### src/rtl/reg_file_32x32.sv
// reg_file_32x32: 2**ADDR_W x DATA_W register file with one synchronous write
// port and two combinational read ports. Register 0 always reads as zero.
// Optional feature: define REG_FILE_BYPASS_EN to forward the pending write data
// to a read port addressing the write target in the same cycle. Without the
// macro, reads show the stored value until the write edge.
module reg_file_32x32 #(
    parameter int DATA_W = 32,
    parameter int ADDR_W = 5
) (
    input  logic              clk,
    input  logic              reset,
    input  logic              we,
    input  logic [ADDR_W-1:0] waddr,
    input  logic [DATA_W-1:0] wdata,
    input  logic [ADDR_W-1:0] raddr_a,
    input  logic [ADDR_W-1:0] raddr_b,
    output logic [DATA_W-1:0] rdata_a,
    output logic [DATA_W-1:0] rdata_b
);

    localparam int DEPTH = 2 ** ADDR_W;

    // Storage. Entry 0 is only ever cleared; the read path also masks it.
    logic [DATA_W-1:0] regs_q [DEPTH];

    // One-hot write select; address 0 never gets a select line.
    logic [DEPTH-1:0] wr_sel;

    // Decode the write address into a one-hot select, dropping writes to reg 0.
    always_comb begin
        wr_sel = '0;
        if (we && (waddr != '0)) begin
            wr_sel[waddr] = 1'b1;
        end
    end

    // Register update: reset clears everything and overrides any write.
    always_ff @(posedge clk) begin
        if (reset) begin
            for (int i = 0; i < DEPTH; i++) begin
                regs_q[i] <= '0;
            end
        end else begin
            for (int i = 1; i < DEPTH; i++) begin
                if (wr_sel[i]) begin
                    regs_q[i] <= wdata;
                end
            end
        end
    end

`ifdef REG_FILE_BYPASS_EN
    // A write is forwarded only when it will actually land in a register.
    logic fwd_valid;
    assign fwd_valid = we && !reset && (waddr != '0);
`endif

    // Stored value for an address, with reg 0 forced to zero.
    function automatic logic [DATA_W-1:0] stored(input logic [ADDR_W-1:0] addr);
        if (addr == '0) begin
            return '0;
        end
        return regs_q[addr];
    endfunction

    // Read port A: combinational, optionally forwarding the in-flight write.
    always_comb begin
        rdata_a = stored(raddr_a);
`ifdef REG_FILE_BYPASS_EN
        if (fwd_valid && (raddr_a == waddr)) begin
            rdata_a = wdata;
        end
`endif
    end

    // Read port B: identical structure, independent address.
    always_comb begin
        rdata_b = stored(raddr_b);
`ifdef REG_FILE_BYPASS_EN
        if (fwd_valid && (raddr_b == waddr)) begin
            rdata_b = wdata;
        end
`endif
    end

endmodule

### config.mk
export PLATFORM = sky130hd
export DESIGN_NAME = reg_file_32x32
export DESIGN_NICKNAME = d
export VERILOG_FILES = /design/src/rtl/reg_file_32x32.sv
export SDC_FILE = /design/constraint.sdc
export NUM_CORES = 2
export LEC_CHECK = 0
export CORE_MARGIN = 2
export CORE_UTILIZATION = 55
export CTS_CLUSTER_DIAMETER = 80
export DETAILED_ROUTE_END_ITERATION = 10
export GPL_ROUTABILITY_DRIVEN = 0
export PLACE_DENSITY = 0.77
export SLEW_MARGIN = 20
export SYNTH_ARGS = -nofsm -noshare
export SYNTH_HDL_FRONTEND = slang
export SYNTH_SLANG_ARGS = --single-unit
### constraint.sdc
create_clock -name clk -period 3.3 [get_ports clk]
set_clock_uncertainty 0.05 [all_clocks]
set_input_delay 0.66 -clock clk [delete_from_list [all_inputs] [get_ports clk]]
set_output_delay 0.66 -clock clk [all_outputs]
set_load 0.02 [all_outputs]
## Word-level counts from Yosys, hierarchy flattened

Memory sizes are Yosys's and may differ from the RTL's.
Cells that the tools add are included.
Widths: inputs -> output; s select.

- Register bits after elaboration: 0
- Latch bits: 0
- Memory bits (writable): 1024
- ROM bits: 0
- Input port bits: 50
- Output and inout port bits: 64
- Logic and storage cells: 174
- Memories: 1

- Add/subtract/negate cells: 0
- Multipliers: 0
- Divide/modulo/power cells: 0
- $lt $le $gt $ge: 2
- Eq/ne operators: 0
- Shifts and indexed selects: 0
- Mux-type cells: 135
- Bitwise operators: 31
- Reduce and logical (&&, ||, !) cells: 5

Memory list:

| memory | words | bits a word | read ports | clocked after Yosys merged registers in | write ports | RTL line | text |
|---|---|---|---|---|---|---|---|
| regs_q | 32 | 32 | 2 | 0 | 32 | 24 | `logic [DATA_W-1:0] regs_q [DEPTH];` |

Operators with widths:

| cell | count |
|---|---|
| $mux 32 | 36 |
| $mux 1 | 98 |
| $or 1x1->1 | 31 |
| $logic_not 5->1 | 2 |
| $lt 5x6->1 const B | 1 |
| $demux 1 s5 | 1 |
| $ge 5x1->1 const B | 1 |
| $reduce_bool 5->1 | 1 |
| $logic_and 1x1->1 | 2 |

## Logic depth before layout (Yosys ltp)

- Depth after elaboration: 9
- Gate-level depth with buffers: 9
- Mapped depth without buffers: 4

## Worst setup path after synthesis

OpenSTA, ideal clock, no wires.

- Path type: input -> register
- Start: input port waddr[1]
- End: memory regs_q[20][0], enable pin
- Setup time: 0.428 ns
- Arrival: 2.700 ns
- Required time: 2.822 ns
- Path slack: 0.122 ns
- Stages on the path: 2
- Path buffers: 0
- Cells stage by stage: or3b_2 -> o21bai_1

RTL lines:

| what | RTL line | text |
|---|---|---|
| start: declaration | 13 | `input logic [ADDR_W-1:0] waddr,` |
| end: declaration | 24 |  |

## Worst setup path in the final report

- Start: input port raddr_a[0]
- End: output port rdata_a[7]

- Longest elaborated chain between the ends: 3
- Elaborated cells between the ends (all ways): 4
- Classes of those cells: mux: 2; reduce/logical: 1; memory: 1

RTL lines:

| what | RTL line | text |
|---|---|---|
| start: declaration | 15 | `input logic [ADDR_W-1:0] raddr_a,` |
| parallel branches: the longest is 2 deep, another holds $mem_v2 32x32 | - |  |
| $mux 32 * | 63 | `return regs_q[addr];` |
| end: declaration | 17 | `output logic [DATA_W-1:0] rdata_a,` |

Every way passes the cells marked *.

==> out/results.ini <==
[drt]
routed_wl_um = 179000
vias = 35400
drt_first_pass_iters = 9
wl_per_cell_um = 38.5
drt_iter0_markers = 7350
avgViaCountPerCell = 7.59
ant_nets = 0
drc = 0

[final_layout]
regArea_um2 = 29800
post-route-util_pct = 67.2
multi_input_area_um2 = 18100
drive_above_1_share_pct = 37.4
fillers = 5499
area_growth_pct = 21.3
largest_register_ffs = 992
nets = 3458
largest_register = regs_q
reg_top3 = regs_q (992)

[clock_tree]
cts_tree = built
cts.sinks = 992
root_buffer = clkbuf_16
clockBufferDepth = 3
htree_levels = 3
cts_buffers = 99
clk_pin_slew_ns = 0.06

[synth]
synth_xor_area_share_pct = 0
synth_simple_gate_area_share_pct = 6.45
ys_seq_area_share_pct = 61.0
async_flop_share_pct = 0
synth_warnings = 0
yosysUniqueCellTypes = 40
synth_area_leaders = edfxtp_1, mux4_2, nor2_1
synth-edff-count = 992
ys_ff_latch = 992
synthTopCellsByCount = edfxtp_1, nor2_1, mux4_2
synth_mux_area_share_pct = 25.3
synth_compound_area_share_pct = 4.38
synth_top_area_share_pct = 61.0
synth_top_family_by_area = multiplexers
syn_nets = 3105
syn_area_um2 = 48900
synthAdderAreaFrac_pct = 0
ys.flop_type = edfxtp_1
synth.most_common_cell = edfxtp_1
synth_top_cell_by_area = edfxtp_1
syn_inst = 3055
syn_avg_cell_area_um2 = 16.0

[grt]
met2_usage_pct = 56.4
met3_usage_pct = 15.5
grt_max_degree = 34
overflow = 0
met1_usage_pct = 51.1
grtUsageTotal_pct = 39.3
antenna_found_initial = 4
grt_pass1_wl_um = 249000
grt_pass1_vias = 35000
grt_busiest_layer = met2

[critical_path]
crit_path_max_incr_delay_ns = 0.51
crit_path_start = raddr_a[0]
cp_max_fo = 6
end_kind = output pin
arrival_ns = 2.63
cp_slowest_cell = mux4_2
required_ns = 2.59
path_class = in -> out
worstPathCellList = buf_16, buf_16, buf_12, buf_4, mux4_2, mux2i_1, mux2i_1, a221o_1, buf_2
crit_path_start_kind = input pin

[floorplanning]
die_width_um = 302
row_count = 109
num_io_pins = 114
coreArea_um2 = 88200
fp.dieH_um = 302
dieArea_um2 = 91300
start_util_pct = 55.4

[sta]
fin_crit_ns = 3.34
fin_ws_ns = -0.0368
min_period_over_period_pct = 101
setup_viol = 6
hold_viol = 0
clock.fmax_ghz = 0.300
slew_violations = 0
relSlewSlack_pct = 34.3
worst_pin_slew_ns = 0.985
rsz0062_at_grt = yes
fin_tns_setup_ns = -0.154

[power]
ir_worst_vdd_v = 0.000750
power_w = 0.0317
pwr_density_cell_nw_per_um2 = 534
power_leakage_nw = 20.8

[hold_path]
hp-class = in -> reg
holdCritStartpoint = reset

[run]
maxCapViolations = 0

[placed_design]
numPortBuffers = 113
dpl.hpwl_um = 107000

[status]
violations = negative setup slack
outcome = finished with violations

-- layout by cell type, fill, tap and decap left out, types with 11 or more instances in the layout --
cell	instances
clkinv_1	25
a221oi_1	16
nand2b_2	19
clkdlybuf4s50_1	38
nor2_1	580
nand2_1	36
buf_12	123
buf_16	22
o32ai_1	18
mux2i_1	111
o21a_1	11
clkbuf_1	19
o22ai_1	48
clkbuf_16	105
clkinv_2	21
buf_2	27
nand2b_1	36
nor2b_1	18
o21bai_4	12
mux2_2	93
buf_4	286
mux4_2	448
a22oi_1	65
o21ai_0	48
buf_6	27
nand3_1	23
edfxtp_1	992
a211o_1	31
inv_1	32
nand2_2	19
-- metal layers --
metal	up-vias	share of wire [%]
met4	4	7.6
li1	12900	-
met2	4156	43
met1	17400	31
met3	967	19
met5	-	0.0089
-- worst paths after layout --
check / end / slack [ns] / cells after the start
max: rdata_a[7] / -0.04 / 9
min: regs_q[12][9] / 0.71 / 4
-- critical path, delay by kind of cell --
family | cells | cell delay, ns
multiplexers | 3 | 0.82
buffers and inverters | 5 | 0.75
AO/OA/AOI/OAI | 1 | 0.38
-- through the flow --
| step | std cells | hold slack, ns | setup WS, ns | instance area [µm²] |
|---|---|---|---|---|
| after floorplan | 3055 | 0.993 | 0.122 | 48900 |
| after global placement | 4402 | 1.38 | -0.419 | 54700 |
| after detailed placement | 4402 | 1.41 | -0.437 | 54700 |
| after CTS | 4638 | 0.692 | -0.0919 | 59000 |
| after global routing | 4658 | 0.740 | -0.0587 | 59300 |
| final | 4662 | 0.715 | -0.0368 | 59300 |
-- power breakdown --
group | internal, W | switching (W)
Combinational | 0.00234 | 0.00274
Sequential | 0.0148 | 0.000491
Clock | 0.00632 | 0.00496
-- final cells by class --
type                    instances  area share (%)
flip-flops and latches        992            50.3
repair buffers                559            11.1
diodes                          4          0.0169
clock buffers                 120            4.38
multi-input cells            1723            30.6
inverters                      33           0.209
clock inverters                66           0.967
well taps                    1165            2.46
-- timing repair --
action | CTS | global route
cloned | 13 | 3
resized for setup | 274 | 71
setup buffers | 38 | 18
pin swaps | 11 | 13
setup endpoints to repair | 63 | 49
hold buffers | 0 | 0
-- logic make-up after synthesis --
kind of cell | after synthesis
simple gates | 761
buf+inv | 340
mux | 665
compound gates | 297
flops | 992
Note: power is estimated with default switching activity, not from simulation.
